[src/rtl/quiz_pkg.sv]
// Shared definitions for the buzzer quiz round controller: state encoding,
// player count, countdown width and round-robin arbitration helpers.
package quiz_pkg;

  localparam int NUM_PLAYERS = 4;
  localparam int SEC_W       = 5;
  localparam int PTR_W       = 2;

  typedef enum logic [1:0] {
    ST_IDLE   = 2'd0,
    ST_ARMED  = 2'd1,
    ST_ANSWER = 2'd2,
    ST_RESULT = 2'd3
  } state_e;

  // One-hot grant of the first requester at or after ptr, wrapping around.
  function automatic logic [NUM_PLAYERS-1:0] rr_pick(input logic [NUM_PLAYERS-1:0] req,
                                                     input logic [PTR_W-1:0]       ptr);
    logic [NUM_PLAYERS-1:0] grant;
    logic [PTR_W-1:0]       idx;
    grant = {NUM_PLAYERS{1'b0}};
    for (int i = NUM_PLAYERS - 1; i >= 0; i--) begin
      idx = ptr + PTR_W'(i);
      if (req[idx]) begin
        grant      = {NUM_PLAYERS{1'b0}};
        grant[idx] = 1'b1;
      end
    end
    return grant;
  endfunction

  function automatic logic [PTR_W-1:0] oh_index(input logic [NUM_PLAYERS-1:0] oh);
    logic [PTR_W-1:0] idx;
    idx = {PTR_W{1'b0}};
    for (int i = 0; i < NUM_PLAYERS; i++) begin
      if (oh[i]) idx = PTR_W'(i);
    end
    return idx;
  endfunction

endpackage

[src/rtl/sec_tick_gen.sv]
// One-second prescaler: registered one-cycle tick every CLK_HZ cycles,
// restarted from zero by clear. CLK_HZ must be at least 2.
module sec_tick_gen #(
  parameter int CLK_HZ = 100_000_000
) (
  input  logic clk,
  input  logic rst,
  input  logic clear,
  output logic tick
);

  localparam int CW = (CLK_HZ > 2) ? $clog2(CLK_HZ) : 2;

  logic [CW-1:0] cnt_r;
  logic          tick_r;

  // Tick is raised one cycle early so it is consumed on the CLK_HZ-th edge.
  always_ff @(posedge clk or negedge rst) begin
    if (!rst) begin
      cnt_r  <= {CW{1'b0}};
      tick_r <= 1'b0;
    end else if (clear) begin
      cnt_r  <= {CW{1'b0}};
      tick_r <= 1'b0;
    end else if (cnt_r == CW'(CLK_HZ - 1)) begin
      cnt_r  <= {CW{1'b0}};
      tick_r <= 1'b0;
    end else begin
      cnt_r  <= cnt_r + CW'(1);
      tick_r <= (cnt_r == CW'(CLK_HZ - 2));
    end
  end

  assign tick = tick_r;

endmodule

[src/rtl/buzz_round_ctrl.sv]
// Quiz buzzer round controller: synchronized buzz edges, round-robin grant,
// countdowns, verdict scoring and alarm. False-start fouls: BUZZ_FALSE_START_EN.
module buzz_round_ctrl
  import quiz_pkg::*;
#(
  parameter int CLK_HZ     = 100_000_000,
  parameter int WINDOW_SEC = 30,
  parameter int ANSWER_SEC = 10
) (
  input  logic                   clk,
  input  logic                   rst,
  input  logic                   start,
  input  logic                   abort,
  input  logic [NUM_PLAYERS-1:0] buzz,
  input  logic                   judge_yes,
  input  logic                   judge_no,
  output logic [NUM_PLAYERS-1:0] winner,
  output logic [1:0]             state_o,
  output logic [SEC_W-1:0]       secs_left,
  output logic [NUM_PLAYERS-1:0] score_inc,
  output logic [NUM_PLAYERS-1:0] score_dec,
  output logic                   alarm_en,
  output logic [NUM_PLAYERS-1:0] foul
);

  localparam int AW = (CLK_HZ > 2) ? $clog2(CLK_HZ) : 2;

  state_e                 state_r, state_nx_s;
  logic [NUM_PLAYERS-1:0] sync1_r, sync2_r, prev_r, edge_s, elig_s, fs_edge_s, grant_s;
  logic [NUM_PLAYERS-1:0] winner_r, winner_nx_s, inc_r, inc_nx_s, dec_r, dec_nx_s;
  logic [NUM_PLAYERS-1:0] foul_r, foul_nx_s;
  logic [SEC_W-1:0]       secs_r, secs_nx_s;
  logic [PTR_W-1:0]       ptr_r, ptr_nx_s;
  logic                   alarm_r, alarm_load_s, tick_s, clear_s;
  logic [AW-1:0]          alarm_cnt_r;

  assign edge_s  = sync2_r & ~prev_r;
`ifdef BUZZ_FALSE_START_EN
  assign elig_s    = edge_s & ~foul_r;
  assign fs_edge_s = edge_s;
`else
  assign elig_s    = edge_s;
  assign fs_edge_s = {NUM_PLAYERS{1'b0}};
`endif
  assign grant_s = rr_pick(elig_s, ptr_r);
  assign clear_s = (state_nx_s != state_r);

  sec_tick_gen #(.CLK_HZ(CLK_HZ)) u_tick (
    .clk   (clk),
    .rst   (rst),
    .clear (clear_s),
    .tick  (tick_s)
  );

  // Two-flop synchronizer plus previous-value flop for rising-edge detect.
  always_ff @(posedge clk or negedge rst) begin
    if (!rst) begin
      sync1_r <= {NUM_PLAYERS{1'b0}};
      sync2_r <= {NUM_PLAYERS{1'b0}};
      prev_r  <= {NUM_PLAYERS{1'b0}};
    end else begin
      sync1_r <= buzz;
      sync2_r <= sync1_r;
      prev_r  <= sync2_r;
    end
  end

  // Round sequencing: next state and next datapath values.
  always_comb begin
    state_nx_s   = state_r;
    winner_nx_s  = winner_r;
    secs_nx_s    = secs_r;
    ptr_nx_s     = ptr_r;
    foul_nx_s    = foul_r;
    inc_nx_s     = {NUM_PLAYERS{1'b0}};
    dec_nx_s     = {NUM_PLAYERS{1'b0}};
    alarm_load_s = 1'b0;
    if (abort) begin
      state_nx_s  = ST_IDLE;
      winner_nx_s = {NUM_PLAYERS{1'b0}};
      secs_nx_s   = {SEC_W{1'b0}};
      foul_nx_s   = {NUM_PLAYERS{1'b0}};
    end else begin
      case (state_r)
        ST_IDLE, ST_RESULT: begin
          foul_nx_s = foul_r | fs_edge_s;
          if (start) begin
            state_nx_s  = ST_ARMED;
            secs_nx_s   = SEC_W'(WINDOW_SEC);
            winner_nx_s = {NUM_PLAYERS{1'b0}};
          end else begin
            state_nx_s = state_r;
          end
        end
        ST_ARMED: begin
          if (|grant_s) begin
            state_nx_s   = ST_ANSWER;
            winner_nx_s  = grant_s;
            secs_nx_s    = SEC_W'(ANSWER_SEC);
            ptr_nx_s     = oh_index(grant_s) + PTR_W'(1);
            alarm_load_s = 1'b1;
            foul_nx_s    = {NUM_PLAYERS{1'b0}};
          end else if (tick_s && (secs_r <= SEC_W'(1))) begin
            state_nx_s  = ST_RESULT;
            winner_nx_s = {NUM_PLAYERS{1'b0}};
            secs_nx_s   = {SEC_W{1'b0}};
            foul_nx_s   = {NUM_PLAYERS{1'b0}};
          end else if (tick_s) begin
            secs_nx_s = secs_r - SEC_W'(1);
          end else begin
            secs_nx_s = secs_r;
          end
        end
        ST_ANSWER: begin
          if (judge_yes) begin
            state_nx_s = ST_RESULT;
            inc_nx_s   = winner_r;
            secs_nx_s  = {SEC_W{1'b0}};
          end else if (judge_no) begin
            state_nx_s = ST_RESULT;
            dec_nx_s   = winner_r;
            secs_nx_s  = {SEC_W{1'b0}};
          end else if (tick_s && (secs_r <= SEC_W'(1))) begin
            state_nx_s   = ST_RESULT;
            dec_nx_s     = winner_r;
            secs_nx_s    = {SEC_W{1'b0}};
            alarm_load_s = 1'b1;
          end else if (tick_s) begin
            secs_nx_s = secs_r - SEC_W'(1);
          end else begin
            secs_nx_s = secs_r;
          end
        end
        default: begin
          state_nx_s = ST_IDLE;
        end
      endcase
    end
  end

  // FSM state register.
  always_ff @(posedge clk or negedge rst) begin
    if (!rst) state_r <= ST_IDLE;
    else      state_r <= state_nx_s;
  end

  // Registered datapath and output pulses.
  always_ff @(posedge clk or negedge rst) begin
    if (!rst) begin
      winner_r <= {NUM_PLAYERS{1'b0}};
      secs_r   <= {SEC_W{1'b0}};
      ptr_r    <= {PTR_W{1'b0}};
      foul_r   <= {NUM_PLAYERS{1'b0}};
      inc_r    <= {NUM_PLAYERS{1'b0}};
      dec_r    <= {NUM_PLAYERS{1'b0}};
    end else begin
      winner_r <= winner_nx_s;
      secs_r   <= secs_nx_s;
      ptr_r    <= ptr_nx_s;
      foul_r   <= foul_nx_s;
      inc_r    <= inc_nx_s;
      dec_r    <= dec_nx_s;
    end
  end

  // Beeper: high for exactly CLK_HZ cycles after each load.
  always_ff @(posedge clk or negedge rst) begin
    if (!rst) begin
      alarm_r     <= 1'b0;
      alarm_cnt_r <= {AW{1'b0}};
    end else if (abort) begin
      alarm_r     <= 1'b0;
      alarm_cnt_r <= {AW{1'b0}};
    end else if (alarm_load_s) begin
      alarm_r     <= 1'b1;
      alarm_cnt_r <= AW'(CLK_HZ - 1);
    end else if (alarm_r && (alarm_cnt_r == {AW{1'b0}})) begin
      alarm_r <= 1'b0;
    end else if (alarm_r) begin
      alarm_cnt_r <= alarm_cnt_r - AW'(1);
    end
  end

  assign winner    = winner_r;
  assign state_o   = state_r;
  assign secs_left = secs_r;
  assign score_inc = inc_r;
  assign score_dec = dec_r;
  assign alarm_en  = alarm_r;
  assign foul      = foul_r;

endmodule

[config.mk]
export PLATFORM = sky130hd
export DESIGN_NAME = buzz_round_ctrl
export DESIGN_NICKNAME = d
export VERILOG_FILES = /design/src/rtl/quiz_pkg.sv /design/src/rtl/sec_tick_gen.sv /design/src/rtl/buzz_round_ctrl.sv
export SDC_FILE = /design/constraint.sdc
export NUM_CORES = 1
export LEC_CHECK = 0
export ABC_AREA = 1
export CORE_ASPECT_RATIO = 1.2
export CORE_MARGIN = 3
export CORE_UTILIZATION = 60
export CTS_CLUSTER_SIZE = 30
export DETAILED_ROUTE_END_ITERATION = 7
export PLACE_DENSITY = 0.9
export SYNTH_ARGS = -nofsm -noshare
export SYNTH_HDL_FRONTEND = slang
export SYNTH_HIERARCHICAL = 1
export SYNTH_SLANG_ARGS = --single-unit
[constraint.sdc]
create_clock -name clk -period 4.18 [get_ports clk]
set_clock_uncertainty 0.1 [all_clocks]
set_input_delay 0.627 -clock clk [delete_from_list [all_inputs] [get_ports clk]]
set_output_delay 0.627 -clock clk [all_outputs]
set_load 0.01 [all_outputs]
==> metrics.txt, run 1 <==
main combinational cell family by area after synthesis simple AND/OR/NAND/NOR gates; Port Buffer Count 29; Warnings, synthesis 6; setup TNS 0 ps; Slew @ Worst Pin 683 ps; cell with the most instances after synthesis nand2_1; layout cell share with drive strength beyond 1 0.103; Final min period 3460 ps; class of the worst hold path primary input to asynchronous set/reset pin; final wirelength 11.6 mm; post-route ant nets 0; outcome complete, no violations; reg-to-reg slack, setup 720 ps; number of global-route vias before repair 4821; most frequent cells after synthesis 193 x nand2_1, 92 x inv_1, 90 x nor2_1, 89 x dfrtp_1, 48 x nand3_1; hold_buf cts 0; DRC violations left 0; Peak VDD IR 0.331 mV; # setup viols final 0; period utilization 0.827; total power 4.42 mW; Die ar. 0.0104 mm2; DR vias/cell 5.42; antenna violations before repair 0; MaxCap Viol Count 0; Final Core Density 0.689; placed inst area 0.00586 mm2; Comb power frac 0.613; Final GP Congestion 0.914; Clk Latency, worst-skew pair 380 ps; clock buffer depth 2; TritonRoute pass-1 iters 5; Synth Area in Compound Gates 0.0405; ant diodes 0; Critical Path AT 3680 ps; initial core utilization 0.629; final hold vios 0; Netlist cell types 40; global-route wire length before repair 20.8 mm; unrepaired setup endpoints after global routing false; clock power share 0.122; fmax 289 MHz; DR iter-0 viols 406; Syn Inst Count 730; reg2reg start ptr_r[0]; post-synthesis xor/xnor area fraction 0.0573; switching fraction of total power 0.498; R2R Path End u_tick/cnt_r[4]; R2R cell count 22; GRT overflow 0; row count 37; DR vias 4782; DIE WIDTH 93.4 um; post-synthesis sequential area ratio 0.405; switching power 2.20 mW; post-synthesis mux area share 0.00182; Pint 2.22 mW; Post-Synth Simple-Gate Area 0.374; H-tree levels 3; Worst Path Required 4400 ps; largest net degree at the start of global routing 53; clock sink count 89; synthesized area 0.00550 mm2; area share of fa/ha/maj cells after synthesis 0.0341; area delta synth->final 9.57%; Post-synth EDFFs 0; WL per Instance 13.2 um; Crit. End Element register; Post-DP HPWL 8.60 mm; gr usage total 0.245; clock-pin slew on the worst setup and hold paths 90 ps; crit path kind register to register; Flop pwr share 0.265; Post-synth ARST share 1.00; leakage 2.95 nW; Fin Hold WS 178 ps; nets 785; post-synth top area cell dfrtp_1; CTS tree done; cts repair resizes 0; Clock Tree Root clkbuf_8; Die Span Y 111 um; Worst setup SP type register; Num CTS Buffers 9; Avg Cell Area, Syn 7.54 um2; relative slew slack 0.543; Top FF cell, synth dfrtp_1; pwr dens 734 mW/mm2; core area 0.00875 mm2; Final Max Tran Viols 0; # IOs 34; top cells by area, synth dfrtp_1 40%, nand2_1 13%, inv_1 6.3%; worst-path maximum fanout 12; post-CTS setup buffers 0; cell area after layout 0.00603 mm2; Synth top area share 0.405; Synth Register Bits 89
-- cell type report --
type                       instances  area [um2]
multi-input combinational        530        2810
timing repair buffer              32         310
tap                              117         146
inverter                          98         368
fill                             673        2720
clock buffer                      10         128
sequential                        89        2230
clock inverter                     6        42.5
-- layer usage --
layer / wire, um / track usage / part of all wire / vias to the layer above
li1: - / - / - / 2345
met1: 4800 / 0.298 / 0.41 / 2252
met4: 316 / 0.110 / 0.027 / 0
met2: 5910 / 0.414 / 0.51 / 153
met3: 620 / 0.0482 / 0.053 / 32
met5: 0 / 0 / 0 / -
-- power by group through the flow --
stage | sequential [mW] | clock (mW) | combinational [mW]
global route | 1.20 | 0.592 | 3.10
finish | 1.17 | 0.541 | 2.71
detailed placement | 1.18 | 0 | 2.67
CTS | 1.17 | 0.552 | 2.70
global placement | 1.17 | 0 | 2.55
floorplan | 1.16 | 0 | 2.18
-- worst max-delay path by stage --
stage                     startpoint              end  slack, ps  depth (start not counted)
after floorplan             ptr_r[0]  u_tick/cnt_r[4]       1240                         25
after detailed placement    ptr_r[0]  u_tick/cnt_r[4]        770                         21
final                       ptr_r[0]  u_tick/cnt_r[4]        720                         22
after CTS                   ptr_r[0]  u_tick/cnt_r[4]        730                         22
after global placement      ptr_r[0]  u_tick/cnt_r[4]        990                         21
after global routing        ptr_r[0]  u_tick/cnt_r[4]        320                         22
-- per-stage QoR --
step                std cells  worst slack, ps
finish                    882              723
global route              882              318
CTS                       882              726
detailed placement        866              768
global placement          866              986
floorplan                 733             1240
-- cell usage in the layout (no fill, tap or decap), types with 3 or more instances in the layout --
cell type / synthesis / layout
a21oi_1: 13 / 13
and2_1: 3 / 3
buf_4: 4 / 4
clkbuf_8: 0 / 9
clkdlybuf4s50_1: 0 / 28
clkinv_1: 3 / 3
conb_1: 1 / 4
dfrtp_1: 89 / 89
ha_1: 15 / 15
inv_1: 92 / 92
inv_2: 3 / 3
nand2_1: 193 / 193
nand2_2: 8 / 8
nand2_4: 6 / 6
nand3_1: 48 / 48
nand3_2: 9 / 9
nand4_1: 27 / 27
nor2_1: 90 / 90
nor2_2: 19 / 19
nor2_4: 9 / 9
nor3_1: 14 / 14
nor3_2: 3 / 3
o21ai_0: 15 / 15
xnor2_1: 12 / 12
xor2_1: 24 / 24
-- sequential cells by signal, indices dropped and copies added, names as in the netlist --
register	flops
ptr_r	2
score_inc	4
score_dec	4
prev_r	4
u_tick/tick	1
winner	4
alarm_en	1
sync1_r	4
state_o	2
sync2_r	4
u_tick/cnt_r	27
secs_left	5
alarm_cnt_r	27
-- logic make-up (layout without fill, tap and decap cells) --
group	count (synthesis)	count (layout)
DFF	89	89
buffers and inverters	114	146
xor gates and xnor gates	36	36
AOI/OAI and AO/OA	39	39
muxes	1	1
and+or+nand+nor	435	435
other	1	4
adders and majority gates	15	15
-- worst max-delay path: stages, from the launching register on --
cell and delay, ps:
dfrtp_1 550, inv_2 170, ha_1 370, inv_1 130
nand3_2 110, and2_1 190, nand3_1 70, nand2_1 60
nand2_1 70, nand2_2 80, nor2_4 160, nand2_4 80
nand2_4 80, nand2_1 70, nand3_1 70, nand2_1 50
inv_1 50, nand2_1 140, inv_1 370, o21ai_0 210
nand2_1 90, o21ai_0 70, inv_1 60
No activity file was read; power rests on OpenSTA's default activity.
==> inputs of run 2 (changes only) <==
Clock period 4.18 ns to 3.6 ns, I/O delays scaled along.
==> run 2 against run 1 <==
Against the previous run: worst setup slack worse by 440 ps; register-to-register slack lost 440 ps; clock power is 32% higher; sequential cell count stayed put; sequential share of layout area decreased by 0.38 points; critical path type unchanged.
==> metrics.txt, run 2 (same netlist as run 1, synthesis figures left out) <==
outcome complete, no violations; area delta synth->final 10.8%; Num CTS Buffers 9; Peak VDD IR 0.432 mV; antenna violations before repair 0; final wirelength 11.7 mm; gr usage total 0.243; Final Max Tran Viols 0; DIE WIDTH 93.4 um; Clock Tree Root clkbuf_8; layout cell share with drive strength beyond 1 0.108; Worst setup SP type register; global-route wire length before repair 20.6 mm; dpl ws 117 ps; leakage 2.98 nW; Comb power frac 0.605; clock sink count 89; CTS tree done; crit path kind register to register; clock buffer depth 2; Setup WS post-layout 284 ps; GRT overflow 0; Worst Path Required 3750 ps; fmax 302 MHz; clock power share 0.136; R2R Path End u_tick/cnt_r[4]; worst-path maximum fanout 8; Critical-path top delay cell dfrtp_1; Port Buffer Count 29; period utilization 0.921; Flop pwr share 0.258; commonest cells after routing, fill and taps aside 192 x nand2_1, 91 x inv_1, 90 x nor2_1; relative slew slack 0.428; MaxCap Viol Count 0; reg-to-reg slack, setup 280 ps; DR vias 4752; Crit. Startpoint ptr_r[1]; Fillers 655; WL per Instance 13.2 um; Most common cell on crit path nand2_1; Clk Latency, worst-skew pair 360 ps; nets 789; class of the worst hold path primary input to asynchronous set/reset pin; ant diodes 0; DR vias/cell 5.38; H-tree levels 3; Final min period 3320 ps; Die Span Y 111 um; switching power 2.50 mW; final hold vios 0; Slew @ Worst Pin 858 ps; post-route ant nets 0; Critical Path Max Stage Delay 500 ps; total power 5.24 mW; core area 0.00875 mm2; CP bufs+invs 6; initial core utilization 0.629; commonest non-fill, non-tap cell in the layout nand2_1; reg2reg start ptr_r[1]; clock-pin slew on the worst setup and hold paths 90 ps; row count 37; switching fraction of total power 0.478; Crit path max-delay family simple AND/OR/NAND/NOR gates; Fin Hold WS 184 ps; CP cell instances inv_1 -> ha_1 -> inv_1 -> nand3_2 -> nand2_2 -> nand2_1 -> inv_2 -> nand2_1 -> nand2_1 -> nand2_2 -> nor2_4 -> nand2_4 -> nand2_4 -> nand2_1 -> nand2_1 -> nand2_1 -> nand2_1 -> inv_1 -> nand2_2 -> clkinvlp_4 -> o21ai_0 -> nand2_1 -> o21ai_0 -> inv_1; number of global-route vias before repair 4597; Crit. End Element register; # IOs 34; Die ar. 0.0104 mm2; DRC violations left 0; largest net degree at the start of global routing 70; Critical Path AT 3460 ps; DR iter-0 viols 354; Pint 2.74 mW; # setup viols final 0; Post-DP HPWL 8.68 mm; TritonRoute pass-1 iters 6; Final GP Congestion 0.886; pwr dens 860 mW/mm2; R2R cell count 24
[run 2: changes by cell type in the layout (fill, tap and decap cells not counted), sizes merged]
cell	previous run	this run
buf	4	8
clkinv	5	3
inv	97	94
bufinv	0	2
clkbuf	10	11
[run 2: worst reg2reg max path, delay by kind of cell, from the launching register on]
family,cells,cell delay [ps]
flops,1,500
fa+ha+maj,1,350
compound gates,2,230
simple gates,15,1390
buf+inv,6,670
[run 2: area by class of cell]
class	instances	area (um2)	share of cell area
inverter	98	372	0.0609
sequential	89	2230	0.365
tap	117	146	0.0240
multi-input combinational	530	2810	0.461
clock buffer	11	131	0.0215
clock inverter	3	67.6	0.0111
timing repair buffer	36	340	0.0558
[run 2: per-layer routing]
metal,GRT usage,routed length (um),vias to the layer above
met5,0,0,-
met2,0.420,6010,152
met4,0.0948,184,0
met3,0.0380,563,21
li1,-,-,2358
met1,0.301,4910,2221
[run 2: per-stage QoR]
step | instance area (um2) | std cells | util | TNS (ps)
2_1_floorplan | 5520 | 733 | - | 0
3_3_place_gp | 5880 | 869 | 0.672 | 0
3_5_place_dp | 5880 | 869 | 0.672 | 0
4_1_cts | 6080 | 883 | 0.695 | 0
5_1_grt | 6100 | 884 | 0.697 | -10.9
6_report | 6100 | 884 | 0.697 | 0
[run 2: worst max path at each step]
stage                       to  slack [ps]  cells after the start
4_1_cts        u_tick/cnt_r[2]          90                     21
3_5_place_dp   u_tick/cnt_r[2]         120                     21
2_1_floorplan  u_tick/cnt_r[4]         660                     25
6_report       u_tick/cnt_r[4]         280                     24
3_3_place_gp   u_tick/cnt_r[4]         400                     23
5_1_grt        u_tick/cnt_r[4]         -10                     24
[run 2: power groups by stage]
| stage | Sequential [mW] | Clock (mW) | Combinational, mW |
|---|---|---|---|
| finish | 1.35 | 0.714 | 3.17 |
| global route | 1.38 | 0.782 | 3.61 |
| CTS | 1.35 | 0.729 | 3.12 |
| detailed placement | 1.37 | 0 | 3.10 |
| global placement | 1.36 | 0 | 2.97 |
| floorplan | 1.35 | 0 | 2.54 |
[run 2: timing repair]
| action | 4_1_cts | 5_1_grt |
|---|---|---|
| gates resized for setup | 0 | 3 |
| hold buffers | 0 | 0 |
| buffers inserted | 0 | 1 |
| setup endpoints to repair | 0 | 22 |
